**src/rtl/tcm_loader_pkg.sv**
```systemverilog
// tcm_loader_pkg: shared types, default sizes and address-width helpers for the
// TCM boot loader. Optional feature macro: TCM_LOADER_CHKSUM_EN (see tcm_loader).
package tcm_loader_pkg;

  typedef enum logic [1:0] {
    ST_IDLE  = 2'd0,
    ST_LOAD  = 2'd1,
    ST_DRAIN = 2'd2,
    ST_RUN   = 2'd3
  } state_e;

  localparam int ITCM_SIZE_DEF = 16384;

  // Byte counter / length width; one bit wider than load_len so the
  // clamped length and the counter can both reach ITCM_SIZE.
  localparam int CNT_W = 16;

  // ITCM word index width (64-bit words).
  function automatic int itcm_aw(input int size);
    return $clog2(size / 8);
  endfunction

  // DTCM word index width (32-bit words).
  function automatic int dtcm_aw(input int size);
    return $clog2(size / 4);
  endfunction

  // Byte-lane enables for a 32-bit word whose highest filled lane is 'lane'.
  function automatic logic [3:0] lane_en(input logic [1:0] lane);
    logic [3:0] en;
    case (lane)
      2'd0:    en = 4'b0001;
      2'd1:    en = 4'b0011;
      2'd2:    en = 4'b0111;
      2'd3:    en = 4'b1111;
      default: en = 4'b0000;
    endcase
    return en;
  endfunction

endpackage

```
**src/rtl/tcm_word_pack.sv**
```systemverilog
// tcm_word_pack: assembles the little-endian byte stream into 64-bit ITCM and
// 32-bit DTCM words and issues one-cycle registered writes when a word fills
// or the stream ends. Unfilled lanes of a flushed word are always zero.
module tcm_word_pack
  import tcm_loader_pkg::*;
(
  input  logic        clk,
  input  logic        cpurst_n,
  input  logic        clr,
  input  logic        acc,
  input  logic        last,
  input  logic [2:0]  lane,
  input  logic [7:0]  byte_data,
  output logic        itcm_we,
  output logic [63:0] itcm_wdata,
  output logic [3:0]  dtcm_we,
  output logic [31:0] dtcm_wdata
);

  logic [63:0] ibuf_r;
  logic [31:0] dbuf_r;
  logic [63:0] inext_s;
  logic [31:0] dnext_s;
  logic        iflush_s;
  logic        dflush_s;
  logic        itcm_we_r;
  logic [63:0] itcm_wdata_r;
  logic [3:0]  dtcm_we_r;
  logic [31:0] dtcm_wdata_r;

  // Merge the incoming byte into the partial words and decide on flushes.
  always_comb begin
    inext_s  = ibuf_r;
    dnext_s  = dbuf_r;
    iflush_s = 1'b0;
    dflush_s = 1'b0;
    if (acc) begin
      inext_s[{lane, 3'b000} +: 8]      = byte_data;
      dnext_s[{lane[1:0], 3'b000} +: 8] = byte_data;
      iflush_s = (lane == 3'd7) || last;
      dflush_s = (lane[1:0] == 2'd3) || last;
    end else begin
      iflush_s = 1'b0;
      dflush_s = 1'b0;
    end
  end

  // ITCM partial word and registered 64-bit write strobe/data.
  always_ff @(posedge clk or negedge cpurst_n) begin
    if (!cpurst_n) begin
      ibuf_r       <= 64'h0;
      itcm_we_r    <= 1'b0;
      itcm_wdata_r <= 64'h0;
    end else if (clr) begin
      ibuf_r       <= 64'h0;
      itcm_we_r    <= 1'b0;
    end else begin
      itcm_we_r <= iflush_s;
      if (iflush_s) begin
        itcm_wdata_r <= inext_s;
        ibuf_r       <= 64'h0;
      end else begin
        ibuf_r <= inext_s;
      end
    end
  end

  // DTCM partial word and registered lane-enabled 32-bit write.
  always_ff @(posedge clk or negedge cpurst_n) begin
    if (!cpurst_n) begin
      dbuf_r       <= 32'h0;
      dtcm_we_r    <= 4'h0;
      dtcm_wdata_r <= 32'h0;
    end else if (clr) begin
      dbuf_r       <= 32'h0;
      dtcm_we_r    <= 4'h0;
    end else begin
      if (dflush_s) begin
        dtcm_we_r    <= lane_en(lane[1:0]);
        dtcm_wdata_r <= dnext_s;
        dbuf_r       <= 32'h0;
      end else begin
        dtcm_we_r <= 4'h0;
        dbuf_r    <= dnext_s;
      end
    end
  end

  assign itcm_we    = itcm_we_r;
  assign itcm_wdata = itcm_wdata_r;
  assign dtcm_we    = dtcm_we_r;
  assign dtcm_wdata = dtcm_wdata_r;

endmodule

```
**src/rtl/tcm_loader.sv**
```systemverilog
// tcm_loader: streams a boot image byte-by-byte into ITCM (64-bit) and DTCM
// (32-bit) while holding the core in reset, then releases it.
// Optional: define TCM_LOADER_CHKSUM_EN to get a running byte-sum on chksum;
// otherwise chksum is tied to zero and no accumulator is built.
module tcm_loader
  import tcm_loader_pkg::*;
#(
  parameter int ITCM_SIZE = ITCM_SIZE_DEF
) (
  input  logic                           clk,
  input  logic                           cpurst_n,
  input  logic                           start,
  input  logic [14:0]                    load_len,
  input  logic                           byte_valid,
  input  logic [7:0]                     byte_data,
  output logic                           byte_ready,
  output logic                           itcm_we,
  output logic [itcm_aw(ITCM_SIZE)-1:0]  itcm_addr,
  output logic [63:0]                    itcm_wdata,
  output logic [3:0]                     dtcm_we,
  output logic [dtcm_aw(ITCM_SIZE)-1:0]  dtcm_addr,
  output logic [31:0]                    dtcm_wdata,
  output logic                           core_rst,
  output logic                           busy,
  output logic                           done,
  output logic [31:0]                    chksum
);

  localparam int          IAW    = itcm_aw(ITCM_SIZE);
  localparam int          DAW    = dtcm_aw(ITCM_SIZE);
  localparam logic [31:0] SIZE_W = 32'(ITCM_SIZE);

  state_e             state_r;
  state_e             state_nx_s;
  logic [CNT_W-1:0]   cnt_r;
  logic [CNT_W-1:0]   len_r;
  logic [CNT_W-1:0]   eff_len_s;
  logic               start_ok_s;
  logic               acc_s;
  logic               last_s;
  logic               byte_ready_r;
  logic               busy_r;
  logic               done_r;
  logic               core_rst_r;
  logic               byte_ready_nx_s;
  logic               busy_nx_s;
  logic               done_nx_s;
  logic               core_rst_nx_s;
  logic [IAW-1:0]     itcm_addr_r;
  logic [DAW-1:0]     dtcm_addr_r;

  // Length is clamped to the TCM size; start only counts in IDLE or RUN.
  assign eff_len_s  = ({17'd0, load_len} > SIZE_W) ? SIZE_W[CNT_W-1:0] : {1'b0, load_len};
  assign start_ok_s = start && ((state_r == ST_IDLE) || (state_r == ST_RUN));
  assign acc_s      = byte_valid && byte_ready_r;
  assign last_s     = ((cnt_r + 16'd1) == len_r);

  // State register.
  always_ff @(posedge clk or negedge cpurst_n) begin
    if (!cpurst_n) begin
      state_r <= ST_IDLE;
    end else begin
      state_r <= state_nx_s;
    end
  end

  // Next-state decode.
  always_comb begin
    state_nx_s = state_r;
    case (state_r)
      ST_IDLE, ST_RUN: begin
        if (start) begin
          state_nx_s = (eff_len_s == 16'd0) ? ST_DRAIN : ST_LOAD;
        end else begin
          state_nx_s = state_r;
        end
      end
      ST_LOAD: begin
        if (acc_s && last_s) begin
          state_nx_s = ST_DRAIN;
        end else begin
          state_nx_s = ST_LOAD;
        end
      end
      ST_DRAIN: state_nx_s = ST_RUN;
      default:  state_nx_s = ST_IDLE;
    endcase
  end

  // Output decode from the next state so the status outputs can be registered.
  always_comb begin
    byte_ready_nx_s = 1'b0;
    busy_nx_s       = 1'b0;
    done_nx_s       = 1'b0;
    core_rst_nx_s   = 1'b1;
    case (state_nx_s)
      ST_IDLE:  core_rst_nx_s = 1'b1;
      ST_LOAD: begin
        byte_ready_nx_s = 1'b1;
        busy_nx_s       = 1'b1;
      end
      ST_DRAIN: busy_nx_s = 1'b1;
      ST_RUN: begin
        done_nx_s     = 1'b1;
        core_rst_nx_s = 1'b0;
      end
      default:  core_rst_nx_s = 1'b1;
    endcase
  end

  // Registered status outputs.
  always_ff @(posedge clk or negedge cpurst_n) begin
    if (!cpurst_n) begin
      byte_ready_r <= 1'b0;
      busy_r       <= 1'b0;
      done_r       <= 1'b0;
      core_rst_r   <= 1'b1;
    end else begin
      byte_ready_r <= byte_ready_nx_s;
      busy_r       <= busy_nx_s;
      done_r       <= done_nx_s;
      core_rst_r   <= core_rst_nx_s;
    end
  end

  // Byte counter and latched effective length.
  always_ff @(posedge clk or negedge cpurst_n) begin
    if (!cpurst_n) begin
      cnt_r <= 16'd0;
      len_r <= 16'd0;
    end else if (start_ok_s) begin
      cnt_r <= 16'd0;
      len_r <= eff_len_s;
    end else if (acc_s) begin
      cnt_r <= cnt_r + 16'd1;
    end else begin
      cnt_r <= cnt_r;
    end
  end

  // Word addresses track the byte being accepted; they line up with the
  // write strobes that the packer issues one cycle later.
  always_ff @(posedge clk or negedge cpurst_n) begin
    if (!cpurst_n) begin
      itcm_addr_r <= '0;
      dtcm_addr_r <= '0;
    end else if (acc_s) begin
      itcm_addr_r <= cnt_r[IAW+2:3];
      dtcm_addr_r <= cnt_r[DAW+1:2];
    end else begin
      itcm_addr_r <= itcm_addr_r;
      dtcm_addr_r <= dtcm_addr_r;
    end
  end

  tcm_word_pack u_pack (
    .clk        (clk),
    .cpurst_n   (cpurst_n),
    .clr        (start_ok_s),
    .acc        (acc_s),
    .last       (last_s),
    .lane       (cnt_r[2:0]),
    .byte_data  (byte_data),
    .itcm_we    (itcm_we),
    .itcm_wdata (itcm_wdata),
    .dtcm_we    (dtcm_we),
    .dtcm_wdata (dtcm_wdata)
  );

`ifdef TCM_LOADER_CHKSUM_EN
  logic [31:0] chksum_r;

  // Modulo-2^32 byte-sum of the accepted image, restarted by each load.
  always_ff @(posedge clk or negedge cpurst_n) begin
    if (!cpurst_n) begin
      chksum_r <= 32'h0;
    end else if (start_ok_s) begin
      chksum_r <= 32'h0;
    end else if (acc_s) begin
      chksum_r <= chksum_r + {24'h0, byte_data};
    end else begin
      chksum_r <= chksum_r;
    end
  end

  assign chksum = chksum_r;
`else
  assign chksum = 32'h0;
`endif

  assign byte_ready = byte_ready_r;
  assign busy       = busy_r;
  assign done       = done_r;
  assign core_rst   = core_rst_r;
  assign itcm_addr  = itcm_addr_r;
  assign dtcm_addr  = dtcm_addr_r;

endmodule

```
**config.mk**
```make
export PLATFORM = sky130hd
export DESIGN_NAME = tcm_loader
export DESIGN_NICKNAME = d
export VERILOG_FILES = /design/src/rtl/tcm_loader_pkg.sv /design/src/rtl/tcm_word_pack.sv /design/src/rtl/tcm_loader.sv
export SDC_FILE = /design/constraint.sdc
export NUM_CORES = 1
export LEC_CHECK = 0
export ABC_AREA = 1
export CORE_UTILIZATION = 55
export CTS_BUF_LIST = sky130_fd_sc_hd__clkbuf_2 sky130_fd_sc_hd__clkbuf_4 sky130_fd_sc_hd__clkbuf_8
export CTS_CLUSTER_DIAMETER = 150
export DETAILED_ROUTE_END_ITERATION = 10
export HOLD_SLACK_MARGIN = 0.06
export PLACE_DENSITY = 0.82
export SYNTH_ARGS = -nofsm -noshare
export SYNTH_HDL_FRONTEND = slang
export SYNTH_HIERARCHICAL = 1
export SYNTH_SLANG_ARGS = --single-unit
```
**constraint.sdc**
```tcl
create_clock -name clk -period 7.6 [get_ports clk]
set_input_delay 2.28 -clock clk [delete_from_list [all_inputs] [get_ports clk]]
set_output_delay 2.28 -clock clk [all_outputs]
set_load 0.005 [all_outputs]
```
* Word level (Yosys, flattened, before mapping) *
Index checks and enable logic that the tools add are counted.

operators by class
  add/subtract/negate cells = 3
  $lt $le $gt $ge = 1
  equality and inequality tests = 11
  shifts and indexed selects = 4
  multiplexer cells = 25
  bitwise operators = 1
  reductions and logical operators = 14

operators by type and width
  kind                                                                    count
  64-bit two-way mux                                                      3
  32-bit two-way mux                                                      3
  64-bit bitwise mux                                                      1
  8-bit by 8-bit variable shift with 64-bit output, first input constant  1
  8-bit by 8-bit indexed part select with 64-bit output                   1
  32-bit bitwise mux                                                      1
  16-bit two-way mux                                                      2
  8-bit by 7-bit variable shift with 32-bit output, first input constant  1
  8-bit by 7-bit indexed part select with 32-bit output                   1
  16-bit by 1-bit adder with 16-bit output, second input constant         1
  16-bit equality test                                                    1
  16-bit logical NOT                                                      1
  4-bit one-hot mux with 4 select lines                                   1
  15-bit greater-than comparator, second input constant                   1
  15-bit two-way mux                                                      1
  2-bit equality test, second input constant                              6
  4-bit two-way mux                                                       2
  6-bit negation with 8-bit output                                        1
  1-bit two-way mux                                                       7
  5-bit negation with 7-bit output                                        1
  2-bit by 1-bit equality test with 1-bit output, second input constant   3
  2-bit two-way mux                                                       3
  2-bit one-hot mux with 3 select lines                                   1
  2-bit logical NOT                                                       2
  other kinds (7)                                                         13

storage, ports and cells
  register bits after elaboration = 258
  bits of input ports = 27
  output and inout bits = 160
  word-level logic and storage cells = 74

* Longest topological paths before layout *
  depth in word-level cells = 9
  mapped depth = 18
  gate-level depth less buffers = 18

* By module *
Netlist, hierarchy kept.

by module, submodules not included
  module         times used  cells each  area an instance (sq um)  seq. area each (sq um)
  tcm_word_pack  1           1039        8702.1                    4929.7
  tcm_loader     1           408         3079.2                    1227.4

* Worst setup path after synthesis *
Ideal clock, no wire load.

  kind = in2reg
  start = input port start
  end = register u_pack.dbuf_r[24]
  setup time = 0.123 ns
  data arrival time = 3.648 ns
  required time = 7.477 ns
  setup slack = 3.829 ns
  stages = 8
  path buffers = 3
  cells stage by stage = nand2_1 inv_1 clkbuf_1 buf_4 inv_1 nand2_1 buf_2 nor2_1

between the ends
  word-level cells in the longest chain between the ends = 2

RTL lines
  item                  line                 text
  from (decl)           tcm_loader.sv:12     input logic start,
  1-bit logical AND     tcm_loader.sv:54     assign start_ok_s = start && ((state_r == ST_IDLE) || (state_r == ST_RUN));
  named net start_ok_s  tcm_loader.sv:38     logic start_ok_s;
  32-bit two-way mux    tcm_word_pack.sv:74  end else if (clr) begin
  to (signal assigned)  tcm_word_pack.sv:84  dbuf_r <= dnext_s;
  to (decl)             tcm_word_pack.sv:21  logic [31:0] dbuf_r;

The timed path passes the listed nets, and every way through them passes these cells.
A chain may end at the register's enable or synchronous reset.

* Final worst setup path *
  start = input port byte_valid
  end = register u_pack.ibuf_r[3]

between the ends
  word-level cells in the longest chain between the ends = 4
  elaborated cells on any way between the ends = 5
  classes of those cells = mux: 4; reduce/logical: 1

RTL lines
  item                                                     line                 text
  from (decl)                                              tcm_loader.sv:14     input logic byte_valid,
  1-bit logical AND (*)                                    tcm_loader.sv:55     assign acc_s = byte_valid && byte_ready_r;
  named net acc_s                                          tcm_loader.sv:39     logic acc_s;
  64-bit two-way mux or 1-bit two-way mux (tied branches)  tcm_word_pack.sv:37  if (acc) begin
  64-bit two-way mux (*)                                   tcm_word_pack.sv:59  if (iflush_s) begin
  64-bit two-way mux (*)                                   tcm_word_pack.sv:54  end else if (clr) begin
  to (signal assigned)                                     tcm_word_pack.sv:63  ibuf_r <= inext_s;
  to (decl)                                                tcm_word_pack.sv:20  logic [63:0] ibuf_r;

Mark *: on every way through the listed nets, which the timed path passes. The rest lies on a longest branch.

==> out/metrics.csv <==
metric,value,unit
p_switching,0.00129,W
swShare,34.7,%
final_common_cell,nand2_1,
reg2reg_depth,16,
placed_area,0.0132,mm^2
max_freq,193,MHz
startpoint,byte_valid,
status,"complete, no violations",
ant_nets,0,
antenna_found_initial,0,
synth_compound_area_share,6.02,%
synth_top_family_by_area,simple AND/OR/NAND/NOR gates,
ctsHoldBuffers,0,
cp_data_required_time,8.01,ns
grt_max_degree,138,
drt_first_iter_violations,986,
synthesis.area,0.0118,mm^2
routedWlPerCell,15.2,um
r2r_setup_slack,3.46,ns
power.share.clock,33.2,%
worst_ep_arrival_time,5.59,ns
diodes,0,
avgSynthCellArea,8.14,um^2
insertion_delay,0.55,ns
nets,1626,
drv_cap,0,
core,0.0210,mm^2
synthMuxAreaShare,0,%
synthAdderAreaFrac,1.49,%
layout_min_cycle_time,5.18,ns
cts.sinks,246,
place_inst,1817,
synth_simple_gate_area_share,29.1,%
hold_path_end,u_pack/itcm_wdata[7],
drv_slew,0,
final_cells,1888,
dieHeight,148,um
grt_overflow,0,
internal_power,0.00242,W
finalClockSkew,0.0285,ns
relSlewSlack,19.0,%
synth_xor_area_share,0.552,%
p_per_area,263,mW/mm^2
hold_path_depth,2,
final_cell_mix,"nand2_1 (459), dfrtp_1 (245), inv_1 (157)",
first_global_vias,9386,
syn2layout_area_growth,19.5,%
cts_tree,yes,
htreeDepth,2,
combPwrFrac,25.9,%
cts-resized-gates,0,
start_util,56.0,%
hold_viol,0,
grt_pass1_wl,46400,um
reg2reg_to,u_pack/ibuf_r[3],
io_pins,187,
first_pass_iters,5,
r2r_start,cnt_r[0],
ys_warn_count,6,
vias_per_cell,5.35,
vias,10100,
seq_power_share,40.9,%
period_share,68.1,%
cts_buffers,41,
rows,53,
p_leak,7.02,nW
die_w,148,um
dp_hpwl,19700,um
synth-seq-area-share,52.3,%
synth_cells,1447,
drc,0,
min_from,u_pack/itcm_wdata[7],
gp_congestion,0.909,
setup_viol,0,
design_area,0.0141,mm^2
die_area,0.0220,mm^2
grt_setup_unrepaired,no,
total_power,0.00370,W
cts-root-buf,clkbuf_8,
postCtsSetupBuffers,0,
hold_path_class,reg -> reg,
critPathKind,in -> reg,
cts.path.max_buffers,3,
finalSetupTns,0,ns
crit_fanout,36,
ys_seq_elements,246,
endpoint_kind,flop,
dp_slack,1.96,ns
start_kind,input pin,
grt_use_total,26.6,%
tightestPinTransition,1.20,ns
synth_cell_types,42,
setup_ws,2.42,ns
clkTransAtPathRegs,0.06,ns
io_buffers,154,
routed_wl,28700,um
ir_drop,219,uV
drive_above_1_share,7.13,%
==> layout make-up <==
class	instances	area (um^2)
inverter	166	623
timing repair buffer	159	1580
sequential	246	6160
multi-input combinational	971	4500
tap	275	344
fill	1653	6940
clock inverter	8	75.1
clock buffer	63	805
==> through the flow <==
step                hold WS, ns  util [%]
floorplan                 0.464         -
global placement          0.464      62.8
detailed placement        0.465      62.8
CTS                       0.481      67.0
global route              0.491      67.0
finish                    0.477      67.0
==> Yosys cell counts <==
cell type,instances,area [um^2]
nor2_4,6,67.6
xor2_1,1,8.76
nor2_1,124,465
clkbuf_1,7,26.3
clkbuf_2,1,5.00
o41ai_1,2,17.5
nor4_1,1,6.26
o21ai_4,1,16.3
xnor2_1,2,17.5
clkinv_1,4,15.0
a21oi_2,1,8.76
or2_1,1,6.26
o22ai_1,27,169
nand3_2,4,40.0
buf_2,31,155
nand4_1,45,282
o21a_1,3,22.5
nand2_4,3,33.8
nand3_1,132,661
nor2_2,7,43.8
a21oi_1,15,75.1
dfstp_2,1,26.3
xnor3_1,1,22.5
nand2_2,6,37.5
nor2_8,1,20.0
or2_2,1,6.26
o21ai_0,46,230
buf_4,48,360
ha_1,14,175
conb_1,1,3.75
o21ai_1,22,110
inv_1,157,589
xor2_2,1,16.3
nand3b_2,1,11.3
buf_6,6,67.6
inv_2,5,18.8
nand2_1,459,1720
dfrtp_1,245,6130
nor3_1,3,15.0
nand3b_1,1,7.51
buf_1,2,7.51
a22oi_1,8,60.1
==> sequential cells by signal, indices dropped and copies added, names as in the netlist, 2 cells and up <==
register           count
u_pack/dtcm_we         4
u_pack/dtcm_wdata     32
u_pack/ibuf_r         64
u_pack/itcm_wdata     64
cnt_r                 16
state_r                2
itcm_addr             11
len_r                 15
u_pack/dbuf_r         32
==> per-layer routing <==
layer	share of wire (%)	wire, um	global-route usage [%]
met1	42	12000	36.4
met2	46	13300	41.6
met3	9.5	2730	5.92
met4	2.8	812	9.95
met5	0	0	0
==> worst max path at each step <==
| stage | to | slack (ns) | depth (start not counted) |
|---|---|---|---|
| 2_1_floorplan | u_pack/dbuf_r[24] | 3.83 | 8 |
| 3_3_place_gp | u_pack/ibuf_r[36] | 2.01 | 8 |
| 3_5_place_dp | u_pack/ibuf_r[54] | 1.96 | 8 |
| 4_1_cts | u_pack/itcm_wdata[38] | 2.54 | 8 |
| 5_1_grt | u_pack/itcm_wdata[31] | 2.13 | 8 |
| 6_report | u_pack/ibuf_r[3] | 2.42 | 8 |
==> cells by family (layout without fill, tap and decap cells) <==
kind of cell | count (synthesis) | count (layout)
flip-flops | 246 | 246
AO/OA/AOI/OAI | 125 | 125
other | 1 | 32
XOR/XNOR | 5 | 5
adder cells (fa/ha/maj) | 14 | 14
AND/OR/NAND/NOR | 795 | 795
buffers and inverters | 261 | 396
==> critical path, cell delays in order <==
cell             delay [ns]
clkdlybuf4s50_1        0.45
nand2_1                0.50
inv_1                  0.87
o21a_1                 0.24
nand2_1                0.11
nand2_2                0.51
buf_4                  0.50
a21oi_1                0.10
==> power by group through the flow <==
stage | clock (W) | sequential (W) | combinational (W)
2_1_floorplan | 0 | 0.00152 | 0.000697
3_3_place_gp | 0 | 0.00153 | 0.000910
3_5_place_dp | 0 | 0.00154 | 0.000932
4_1_cts | 0.00125 | 0.00151 | 0.000942
5_1_grt | 0.00131 | 0.00153 | 0.00107
6_report | 0.00123 | 0.00152 | 0.000960
Note: power is estimated with default switching activity, not from simulation.
